### config.mk
export PLATFORM = sky130hd
export DESIGN_NAME = aes_key_sched_ctrl_flat
export DESIGN_NICKNAME = d
export VERILOG_FILES = /design/src/rtl/aes_pkg.sv /design/src/rtl/aes_key_sched_ctrl_if.sv /design/src/rtl/aes_key_sched_ctrl_subword.sv /design/src/rtl/aes_key_sched_ctrl.sv /design/src/flat_wrapper.sv
export SDC_FILE = /design/constraint.sdc
export NUM_CORES = 2
export LEC_CHECK = 0
export CELL_PAD_IN_SITES_DETAIL_PLACEMENT = 0
export CELL_PAD_IN_SITES_GLOBAL_PLACEMENT = 2
export CORE_AREA = 2 2 407 409
export CTS_BUF_LIST = sky130_fd_sc_hd__clkbuf_4 sky130_fd_sc_hd__clkbuf_8 sky130_fd_sc_hd__clkbuf_16
export DETAILED_ROUTE_END_ITERATION = 8
export DIE_AREA = 0 0 409 411
export PLACE_DENSITY_LB_ADDON = 0.2
export SYNTH_ARGS = -nofsm -noshare
export SYNTH_HDL_FRONTEND = slang
export SYNTH_SLANG_ARGS = --single-unit
### constraint.sdc
create_clock -name clk -period 31.8 [get_ports clk]
set_clock_uncertainty 0.05 [all_clocks]
set_input_delay 6.36 -clock clk [delete_from_list [all_inputs] [get_ports clk]]
set_output_delay 6.36 -clock clk [all_outputs]
set_load 0.01 [all_outputs]
### src/rtl/aes_pkg.sv
// aes_pkg: shared types, constants and byte/word helpers for the AES key schedule.
package aes_pkg;

    typedef enum logic [1:0] {IDLE, EMIT, DONE} state_t;

    localparam int         AES_NUM_RK = 11;
    localparam logic [7:0] RCON_INIT  = 8'h01;
    localparam logic [7:0] RCON_POLY  = 8'h1B;

    function automatic logic [7:0] xtime(input logic [7:0] b);
        return {b[6:0], 1'b0} ^ (b[7] ? RCON_POLY : 8'h00);
    endfunction

    function automatic logic [31:0] rot_word(input logic [31:0] w);
        return {w[23:0], w[31:24]};
    endfunction

endpackage

### src/rtl/aes_key_sched_ctrl_if.sv
// aes_key_sched_ctrl_if: key-load / round-key stream bundle; the read port and
// store_full exist only when AES_KEYSCHED_STORE_EN is defined.
interface aes_key_sched_ctrl_if;
    logic         start;
    logic [127:0] key_in;
    logic         ready;
    logic         rk_valid;
    logic         rk_ready;
    logic [127:0] rk_data;
    logic [3:0]   rk_idx;
    logic         done;
`ifdef AES_KEYSCHED_STORE_EN
    logic [3:0]   rd_idx;
    logic [127:0] rd_data;
    logic         store_full;
`endif

    modport master (
        output start, key_in, rk_ready,
        input  ready, rk_valid, rk_data, rk_idx, done
`ifdef AES_KEYSCHED_STORE_EN
        , output rd_idx
        , input  rd_data, store_full
`endif
    );

    modport slave (
        input  start, key_in, rk_ready,
        output ready, rk_valid, rk_data, rk_idx, done
`ifdef AES_KEYSCHED_STORE_EN
        , input  rd_idx
        , output rd_data, store_full
`endif
    );
endinterface

### src/rtl/aes_key_sched_ctrl_subword.sv
// aes_key_sched_ctrl_subword: combinational SubWord, four S-boxes computed as
// GF(2^8) inverse (x^254) followed by the AES affine transform.
module aes_key_sched_ctrl_subword
    import aes_pkg::*;
(
    input  logic [31:0] i_word,
    output logic [31:0] o_word
);
    function automatic logic [7:0] gf_mul(input logic [7:0] a, input logic [7:0] b);
        logic [7:0] p;
        logic [7:0] t;
        p = '0;
        t = a;
        for (int i = 0; i < 8; i++) begin
            p = b[i] ? p ^ t : p;
            t = xtime(t);
        end
        return p;
    endfunction

    // x^127 by square-and-multiply, one more squaring gives x^254 = x^-1 (0 maps to 0)
    function automatic logic [7:0] sbox(input logic [7:0] x);
        logic [7:0] r;
        r = x;
        for (int i = 0; i < 6; i++) r = gf_mul(gf_mul(r, r), x);
        r = gf_mul(r, r);
        return r ^ {r[6:0], r[7]} ^ {r[5:0], r[7:6]} ^ {r[4:0], r[7:5]} ^ {r[3:0], r[7:4]} ^ 8'h63;
    endfunction

    for (genvar g = 0; g < 4; g++) begin : g_sb
        assign o_word[8*g +: 8] = sbox(i_word[8*g +: 8]);
    end
endmodule

### src/rtl/aes_key_sched_ctrl.sv
// aes_key_sched_ctrl: AES-128 key expansion sequencer streaming round keys 0..10.
// Define AES_KEYSCHED_STORE_EN to add the 11-entry round-key store with read port.
module aes_key_sched_ctrl
    import aes_pkg::*;
#(
    parameter int NUM_ROUNDS = 10
) (
    input logic                 clk,
    input logic                 rst_n,
    aes_key_sched_ctrl_if.slave bus
);
    state_t       r_state, w_state_nxt;
    logic [127:0] r_key, w_key_nxt;
    logic [3:0]   r_idx;
    logic [7:0]   r_rcon;
    logic [31:0]  w_rot, w_sub, w_temp, w_w0, w_w1, w_w2, w_w3;
    logic         w_accept, w_hs, w_last;

    assign w_accept = (r_state == IDLE) && bus.start;
    assign w_hs     = (r_state == EMIT) && bus.rk_ready;
    assign w_last   = r_idx == 4'(NUM_ROUNDS);

    assign w_rot = rot_word(r_key[31:0]);
    aes_key_sched_ctrl_subword u_subword (.i_word(w_rot), .o_word(w_sub));

    assign w_temp    = w_sub ^ {r_rcon, 24'h0};
    assign w_w0      = r_key[127:96] ^ w_temp;
    assign w_w1      = r_key[95:64] ^ w_w0;
    assign w_w2      = r_key[63:32] ^ w_w1;
    assign w_w3      = r_key[31:0] ^ w_w2;
    assign w_key_nxt = {w_w0, w_w1, w_w2, w_w3};

    always_ff @(posedge clk) begin
        if (!rst_n) r_state <= IDLE;
        else        r_state <= w_state_nxt;
    end

    always_comb begin
        w_state_nxt = r_state;
        case (r_state)
            IDLE:    w_state_nxt = bus.start ? EMIT : IDLE;
            EMIT:    w_state_nxt = (w_hs && w_last) ? DONE : EMIT;
            default: w_state_nxt = IDLE;
        endcase
    end

    always_ff @(posedge clk) begin
        if (!rst_n) begin
            r_key  <= '0;
            r_idx  <= '0;
            r_rcon <= RCON_INIT;
        end else if (w_accept) begin
            r_key  <= bus.key_in;
            r_idx  <= '0;
            r_rcon <= RCON_INIT;
        end else if (w_hs && !w_last) begin
            r_key  <= w_key_nxt;
            r_idx  <= r_idx + 4'd1;
            r_rcon <= xtime(r_rcon);
        end
    end

    assign bus.ready    = r_state == IDLE;
    assign bus.rk_valid = r_state == EMIT;
    assign bus.done     = r_state == DONE;
    assign bus.rk_data  = r_key;
    assign bus.rk_idx   = r_idx;

`ifdef AES_KEYSCHED_STORE_EN
    logic [127:0] r_store [AES_NUM_RK];
    logic         r_full;

    // contents are deliberately left unreset; only the full flag is
    always_ff @(posedge clk) begin
        if (w_hs) r_store[r_idx] <= r_key;
    end

    always_ff @(posedge clk) begin
        if (!rst_n)               r_full <= 1'b0;
        else if (w_accept)        r_full <= 1'b0;
        else if (w_hs && w_last)  r_full <= 1'b1;
    end

    assign bus.rd_data    = (bus.rd_idx < 4'(AES_NUM_RK)) ? r_store[bus.rd_idx] : '0;
    assign bus.store_full = r_full;
`endif
endmodule
### src/flat_wrapper.sv
// flat-port wrapper written by rule: the top's interface ports become plain ports
module aes_key_sched_ctrl_flat import aes_pkg::*;
#(
    parameter int NUM_ROUNDS = 10
)
  (clk, rst_n, bus_start, bus_key_in, bus_rk_ready, bus_ready, bus_rk_valid, bus_rk_data, bus_rk_idx, bus_done);
  aes_key_sched_ctrl_if bus_i ();
  input logic clk;
  input logic rst_n;
  input wire logic [$bits(bus_i.start)-1:0] bus_start;
  input wire logic [$bits(bus_i.key_in)-1:0] bus_key_in;
  input wire logic [$bits(bus_i.rk_ready)-1:0] bus_rk_ready;
  output wire logic [$bits(bus_i.ready)-1:0] bus_ready;
  output wire logic [$bits(bus_i.rk_valid)-1:0] bus_rk_valid;
  output wire logic [$bits(bus_i.rk_data)-1:0] bus_rk_data;
  output wire logic [$bits(bus_i.rk_idx)-1:0] bus_rk_idx;
  output wire logic [$bits(bus_i.done)-1:0] bus_done;
  assign bus_i.start = bus_start;
  assign bus_i.key_in = bus_key_in;
  assign bus_i.rk_ready = bus_rk_ready;
  assign bus_ready = bus_i.ready;
  assign bus_rk_valid = bus_i.rk_valid;
  assign bus_rk_data = bus_i.rk_data;
  assign bus_rk_idx = bus_i.rk_idx;
  assign bus_done = bus_i.done;
  aes_key_sched_ctrl #(.NUM_ROUNDS(NUM_ROUNDS)) u_core (.clk(clk), .rst_n(rst_n), .bus(bus_i));
endmodule
# Word level (Yosys, flattened, before mapping)
# Cells that the tools add are included.
[classes]
add_sub_neg = 1
eq_ne = 3
mux = 786
bitwise_logic = 755
n_reduce_logical = 8
[op_table]
columns = ["cell", "n"]
rows = [
  ["$mux W8", 416],
  ["$xor A8 B8 Y8", 391],
  ["$xor A8 B5 Y8", 354],
  ["$mux W5", 365],
  ["$mux W128", 2],
  ["$xor A32 B32 Y32", 5],
  ["$not A4 Y4", 4],
  ["$add A4 B1 Y4 const B", 1],
  ["$eq A4 B4 Y1 const B", 1],
  ["$logic_and A1 B1 Y1", 4],
  ["$pmux W2 S2", 1],
  ["$eq A2 B1 Y1 const B", 1],
  ["$eq A2 B2 Y1 const B", 1],
  ["$logic_not A2 Y1", 1],
  ["$mux W2", 1],
  ["$reduce_bool A2 Y1", 1],
  ["$reduce_or A2 Y1", 1],
  ["$logic_not A1 Y1", 1],
  ["$mux W1", 1],
  ["$not A1 Y1", 1],
]
[totals]
register_bits = 142
in_bits = 132
out_inout_bits = 135
wordCells = 1557

# Depth between registers and ports, before layout
[logic_depth]
word_depth = 220
mapped_depth = 96
depth_no_buf = 88

# Cells and area by module
# From an unflattened synthesis, not the netlist that was laid out.
[hier_totals]
hier_cells = 7785
area_unflattened_um2 = 63210.6
[modules_own_cells]
columns = ["module", "n_inst", "cells_per_inst", "area_each_um2", "seq_area_each_um2"]
rows = [
  ["aes_key_sched_ctrl_subword", 1, 6932, 55445.7, 0.0],
  ["aes_key_sched_ctrl", 1, 853, 7764.9, 2842.7],
]

# Worst setup path before layout
# No wires, ideal clock.
[synth_timing]
path_type = "register to register"
from = "register u_core.r_key[16] (netlist: u_core.bus.rk_data[16])"
to = "register u_core.r_key[24] (netlist: u_core.bus.rk_data[24])"
setup_time_ns = 0.128
t_arrival_ns = 23.376
required_ns = 31.622
slack_ns = 8.246
path_stages_with_launch = 90
n_path_buf = 15
period_less_slack_ns = 23.554
cell_sequence = "dfxtp_1 -> ha_1 -> clkbuf_1 -> xor2_1 -> nand2_1 -> xnor3_1 -> xnor3_1 -> xnor3_1 -> mux2i_1 -> o22ai_1 -> xnor2_1 -> xor2_2 -> buf_4 -> buf_2 -> ha_1 -> clkbuf_1 -> xnor2_1 -> xnor2_1 -> [... 54 more ...] -> nor2b_1 -> o21bai_1 -> a21oi_1 -> xnor3_1 -> xor3_2 -> ha_1 -> clkbuf_1 -> inv_1 -> xnor3_1 -> nand2_1 -> xnor2_2 -> xnor3_1 -> xnor2_1 -> xor2_1 -> xnor2_2 -> xnor3_1 -> a221oi_1 -> nor2_1"
[synth_between]
elab_chain_len = 213
elab_cells_between_ends = 382
cone_classes = "mux: 190; bitwise: 192"
[synth_rtl]
columns = ["item", "line", "source"]
rows = [
  ["start, declared", "aes_key_sched_ctrl.sv:13", "logic [127:0] r_key, w_key_nxt;"],
  ["start signal, assigned", "aes_key_sched_ctrl.sv:53", "r_key <= bus.key_in;"],
  ["start signal, assigned", "aes_key_sched_ctrl.sv:57", "r_key <= w_key_nxt;"],
  ["$mux W8", "aes_key_sched_ctrl_subword.sv:15", "p = b[i] ? p ^ t : p;"],
  ["$xor A8 B8 Y8", "aes_key_sched_ctrl_subword.sv:15", ""],
  ["$mux W8", "aes_key_sched_ctrl_subword.sv:15", ""],
  ["$xor A8 B8 Y8", "aes_key_sched_ctrl_subword.sv:15", ""],
  ["$mux W8", "aes_key_sched_ctrl_subword.sv:15", ""],
  ["$xor A8 B8 Y8", "aes_key_sched_ctrl_subword.sv:15", ""],
  ["$mux W8", "aes_key_sched_ctrl_subword.sv:15", ""],
  ["$xor A8 B8 Y8", "aes_key_sched_ctrl_subword.sv:15", ""],
  ["[... 197 more ...]", "-", ""],
  ["$not A4 Y4 (no source line) (*)", "-", ""],
  ["$xor A32 B32 Y32 (*)", "aes_key_sched_ctrl.sv:26", "assign w_temp = w_sub ^ {r_rcon, 24'h0};"],
  ["$xor A32 B32 Y32 (*)", "aes_key_sched_ctrl.sv:27", "assign w_w0 = r_key[127:96] ^ w_temp;"],
  ["$xor A32 B32 Y32 (*)", "aes_key_sched_ctrl.sv:28", "assign w_w1 = r_key[95:64] ^ w_w0;"],
  ["$xor A32 B32 Y32 (*)", "aes_key_sched_ctrl.sv:29", "assign w_w2 = r_key[63:32] ^ w_w1;"],
  ["$xor A32 B32 Y32 (*)", "aes_key_sched_ctrl.sv:30", "assign w_w3 = r_key[31:0] ^ w_w2;"],
  ["$mux W128 (*)", "aes_key_sched_ctrl.sv:56", "end else if (w_hs && !w_last) begin"],
  ["$mux W128 (*)", "aes_key_sched_ctrl.sv:52", "end else if (w_accept) begin"],
]
# Mark *: on every way between the ends. The rest lies on a longest branch, timed or not. The select of a mux whose other input is x is not followed.
# A chain may end at the register's enable or synchronous reset.

# Worst setup path after layout
[layout_timing]
from = "register u_core.r_key[7] (netlist: u_core.bus.rk_data[7])"
to = "register u_core.r_key[11] (netlist: u_core.bus.rk_data[11])"
[layout_between]
elab_chain_len = 212
elab_cells_between_ends = 384
cone_classes = "mux: 193; bitwise: 191"
[layout_rtl]
columns = ["item", "line", "source"]
rows = [
  ["$mux W5 or $mux W8 (tied branches)", "aes_pkg.sv:11, aes_key_sched_ctrl_subword.sv:15", ""],
  ["$xor A8 B5 Y8 or $xor A8 B8 Y8 (tied branches)", "aes_pkg.sv:11, aes_key_sched_ctrl_subword.sv:15", ""],
  ["$xor A8 B8 Y8 or $mux W8 (tied branches)", "aes_key_sched_ctrl_subword.sv:15", ""],
  ["$mux W8 or $xor A8 B8 Y8 (tied branches)", "aes_key_sched_ctrl_subword.sv:15", ""],
  ["$xor A8 B8 Y8 or $mux W8 (tied branches)", "aes_key_sched_ctrl_subword.sv:15", ""],
  ["$mux W8 or $xor A8 B8 Y8 (tied branches)", "aes_key_sched_ctrl_subword.sv:15", ""],
  ["$xor A8 B8 Y8 or $mux W8 (tied branches)", "aes_key_sched_ctrl_subword.sv:15", ""],
  ["$mux W8 or $xor A8 B8 Y8 (tied branches)", "aes_key_sched_ctrl_subword.sv:15", ""],
  ["[... 196 more ...]", "-", ""],
  ["$xor A8 B8 Y8 (*)", "aes_key_sched_ctrl_subword.sv:27", "return r ^ {r[6:0], r[7]} ^ {r[5:0], r[7:6]} ^ {r[4:0], r[7:5]} ^ {r[3:0], r[7:4]} ^ 8'h63;"],
  ["$xor A32 B32 Y32 (*)", "aes_key_sched_ctrl.sv:26", ""],
  ["$xor A32 B32 Y32 (*)", "aes_key_sched_ctrl.sv:27", ""],
  ["$xor A32 B32 Y32 (*)", "aes_key_sched_ctrl.sv:28", ""],
  ["$xor A32 B32 Y32 (*)", "aes_key_sched_ctrl.sv:29", ""],
  ["$xor A32 B32 Y32 (*)", "aes_key_sched_ctrl.sv:30", ""],
  ["$mux W128 (*)", "aes_key_sched_ctrl.sv:56", ""],
  ["$mux W128 (*)", "aes_key_sched_ctrl.sv:52", ""],
]
# Marks and branches as above.

==> flow_metrics.py <==
metrics = {
    "timing": {
        "period_needed_ps": 28800,
        "slew-limit-headroom_pct": 18.2,
        "rsz_0062_raised_after_global_routing": "no",
        "final_number_of_setup_violating_endpoints": 0,
        "clock.fmax_mhz": 34.7,
        "fin_ws_ps": 3000,
        "finalCritPeriodShare_pct": 90.6,
        "fin_tns_setup_ps": 0,
        "worst_slew_pin_slew_ps": 1220,
        "hold_viol_final": 0,
        "slew_violations": 0,
    },
    "setup_path": {
        "rrSetupSlack_ps": 3000,
        "worst_path_dominant_cell_family": "XOR/XNOR gates",
        "critPathSlowestCell": "sky130_fd_sc_hd__xnor2_1",
        "crit_fanout": 37,
        "crit_path_frequent_cell": "sky130_fd_sc_hd__xor2_1",
        "critical_path.n_buffers_inverters": 9,
        "timing.setup.critical_path_class": "register to register",
        "max_stage_delay_ps": 950,
        "endpoint_kind": "register",
        "worst_setup_path_start_kind": "register",
        "reg2reg_from": "u_core.bus.rk_data[7]",
        "r2r.worst_path.cells": 77,
        "cp_data_required_time_ps": 32250,
        "r2r-end": "u_core.bus.rk_data[11]",
        "timing.critical_path.arrival_ps": 29240,
    },
    "yosys": {
        "synth.ff_latch_count": 142,
        "synth-main-ff-cell": "sky130_fd_sc_hd__dfxtp_1",
        "synth_nets": 8143,
        "synth.yosys.seq_area_share_pct": 4.36,
        "post_synth_instance_area_um2": 65300,
        "count_of_flip_flops_with_a_built_in_enable_after_synthesis": 0,
        "synth_warnings": 0,
        "ys_async_rst_share_pct": 0,
        "netlist_instances": 7981,
        "synth_area_per_cell_um2": 8.18,
        "synth.distinct_cells": 134,
    },
    "routing": {
        "total_length_of_routed_wires_mm": 236,
        "final_antenna_net_count": 0,
        "detail_route.iter0.violations": 4705,
        "via_per_inst": 5.68,
        "drt_pre_antenna_iters": 7,
        "routed-via-count": 57000,
        "remaining_drc_errors": 0,
        "routed_wire_length_per_instance_um": 23.5,
    },
    "flow_run": {
        "cap_violations": 0,
    },
    "min_path": {
        "worst_hold_startpoint": "u_core.r_rcon[4]",
        "destination_of_the_worst_hold_path": "u_core.r_rcon[5]",
        "hold-path-cell-count": 2,
        "min-delay-path-class": "register to register",
    },
    "grt": {
        "global_route_wire_length_before_repair_mm": 356,
        "gr-usage-all-layers_pct": 27.2,
        "first_global_vias": 54400,
        "pin_count_of_the_biggest_net_entering_global_routing": 64,
        "number_of_antenna_violations_at_the_first_check_in_global_routing": 18,
        "grt_overflow_total": 0,
    },
    "final_layout": {
        "post_route_cells_drive_above_1_share_pct": 8.67,
        "postLayoutCellArea_um2": 69800,
        "synthToLayoutAreaGrowth_pct": 6.92,
        "final_cells": 10000,
        "layout.cells.most_common_list": "1,398 x sky130_fd_sc_hd__xnor2_1, 1,132 x sky130_fd_sc_hd__nand2_1, 748 x sky130_fd_sc_hd__nor2_1",
        "n_fill_cell": 16500,
        "layout.cells.most_common": "sky130_fd_sc_hd__xnor2_1",
        "layout.nets": 8000,
    },
    "placed_design": {
        "hpwl_mm": 170,
        "port_buffers": 266,
        "global_placer_s_final_weighted_congestion": 0.862,
        "dp_slack_ps": 3270,
        "placed_cells_incl_taps": 10000,
        "detailed_place.area_um2": 69200,
    },
    "clock_network": {
        "post-cts-setup-buffers": 0,
        "clk_path_buf_depth": 2,
        "clock_sink_count": 142,
        "ctsResizeCount": 0,
        "cts_tree": "done",
        "tritoncts.num_buffers": 17,
        "path_clk_slew_ps": 80,
        "cts.hold.buffers_added": 0,
        "cts-htree-levels": 4,
        "clockRootBuffer": "sky130_fd_sc_hd__clkbuf_16",
        "clkLatencyLatePin_ps": 590,
    },
    "die": {
        "die_x_um": 409,
        "ioPinCount": 267,
        "die_area_um2": 168000,
        "initial_utilization_pct": 39.8,
        "die-height_um": 411,
        "row_cnt": 149,
        "core_area_um2": 164000,
    },
    "run_status": {
        "run_status": "finished, final reports clean",
    },
}
## area by class of cell
cell class	instances	area (um2)	share of cell area, %
Multi-Input combinational cell	7109	59100	84.8
Antenna cell	4	10.0	0.0143
Tap cell	2189	2740	3.92
Inverter	139	531	0.760
Clock buffer	17	425	0.610
Timing Repair Buffer	429	3880	5.56
Clock inverter	15	169	0.242
Sequential cell	142	2890	4.13
## stage by stage
step                      hold slack [ps]  utilization (%)
final                                 438             42.6
after global routing                  462             42.6
after CTS                             446             42.6
after detailed placement              435             42.2
after global placement                422             42.2
after floorplan                       407                -
## sequential cells by signal, summed over array words and instances (netlist names)
register            count
u_core.bus.rk_data    128
u_core.bus.rk_idx       4
u_core.r_rcon           8
u_core.r_state          2
## synth_stat cells, types with 25 or more instances
| cell | count | area [um2] |
|---|---|---|
| sky130_fd_sc_hd__nor2_1 | 749 | 2810 |
| sky130_fd_sc_hd__nand4_1 | 29 | 181 |
| sky130_fd_sc_hd__a21oi_1 | 334 | 1670 |
| sky130_fd_sc_hd__xnor2_1 | 1405 | 12300 |
| sky130_fd_sc_hd__a31oi_1 | 46 | 288 |
| sky130_fd_sc_hd__a22oi_1 | 140 | 1050 |
| sky130_fd_sc_hd__a222oi_1 | 40 | 400 |
| sky130_fd_sc_hd__nor3_1 | 126 | 631 |
| sky130_fd_sc_hd__dfxtp_1 | 142 | 2840 |
| sky130_fd_sc_hd__and3_1 | 51 | 319 |
| sky130_fd_sc_hd__xnor3_2 | 43 | 1020 |
| sky130_fd_sc_hd__mux2i_1 | 238 | 2380 |
| sky130_fd_sc_hd__xnor2_2 | 111 | 1810 |
| sky130_fd_sc_hd__or3_1 | 61 | 382 |
| sky130_fd_sc_hd__a2bb2oi_1 | 26 | 228 |
| sky130_fd_sc_hd__and2_1 | 74 | 463 |
| sky130_fd_sc_hd__buf_2 | 169 | 846 |
| sky130_fd_sc_hd__a221oi_1 | 47 | 412 |
| sky130_fd_sc_hd__o21ai_0 | 234 | 1170 |
| sky130_fd_sc_hd__nand2b_1 | 62 | 388 |
| sky130_fd_sc_hd__ha_1 | 30 | 375 |
| sky130_fd_sc_hd__clkbuf_1 | 278 | 1040 |
| sky130_fd_sc_hd__inv_1 | 99 | 372 |
| sky130_fd_sc_hd__o221ai_1 | 29 | 254 |
| sky130_fd_sc_hd__buf_1 | 50 | 188 |
| sky130_fd_sc_hd__xor3_1 | 82 | 1950 |
| sky130_fd_sc_hd__o22ai_1 | 56 | 350 |
| sky130_fd_sc_hd__xor2_1 | 486 | 4260 |
| sky130_fd_sc_hd__o211ai_1 | 43 | 323 |
| sky130_fd_sc_hd__xnor3_1 | 454 | 10200 |
| sky130_fd_sc_hd__xor2_2 | 52 | 846 |
| sky130_fd_sc_hd__o21ai_1 | 25 | 125 |
| sky130_fd_sc_hd__nor2b_1 | 63 | 394 |
| sky130_fd_sc_hd__nand2_1 | 1134 | 4260 |
| sky130_fd_sc_hd__buf_4 | 76 | 571 |
| sky130_fd_sc_hd__nand3_1 | 168 | 841 |
| sky130_fd_sc_hd__a211oi_1 | 38 | 285 |
| sky130_fd_sc_hd__inv_2 | 27 | 101 |
| sky130_fd_sc_hd__a21o_1 | 28 | 210 |
| sky130_fd_sc_hd__mux2_2 | 49 | 552 |
## cell families after synthesis
family          Yosys count  share of synthesized area (%)
fa+ha+maj                30                          0.575
buf+inv                 730                           5.15
simple gates           2678                           18.3
xor+xnor               2679                           51.5
mux                     294                           4.62
flops                   142                           4.36
compound gates         1428                           15.5
## per-layer routing
metal | vias up | wire length [um] | GRT usage [%]
met2 | 1630 | 107000 | 43.6
met3 | 212 | 12800 | 3.40
met1 | 28000 | 112000 | 38.8
li1 | 27200 | - | -
met5 | - | 77 | 0
met4 | 12 | 4680 | 6.06
## worst reg2reg max path: cells and delay by family (launching register included)
family / cells / cell delay, ps
xor gates and xnor gates: 41 / 17520
and+or+nand+nor: 13 / 2890
buffers and inverters: 9 / 2870
AOI/OAI and AO/OA: 9 / 2260
adders and majority gates: 5 / 2220
DFF: 1 / 930
## how the worst max path moves through the flow
stage,start,to,slack (ps),depth (start not counted)
after floorplan,u_core.bus.rk_data[16],u_core.bus.rk_data[24],8250,89
after global placement,u_core.bus.rk_data[7],u_core.bus.rk_data[11],3430,77
after detailed placement,u_core.bus.rk_data[7],u_core.bus.rk_data[11],3270,76
after CTS,u_core.bus.rk_data[7],u_core.bus.rk_data[11],3190,77
after global routing,u_core.bus.rk_data[31],u_core.bus.rk_data[36],1190,79
final,u_core.bus.rk_data[7],u_core.bus.rk_data[11],3000,77
Power is not shown: default switching activity piles up to over one toggle a cycle in this logic, so the estimate is an artifact.
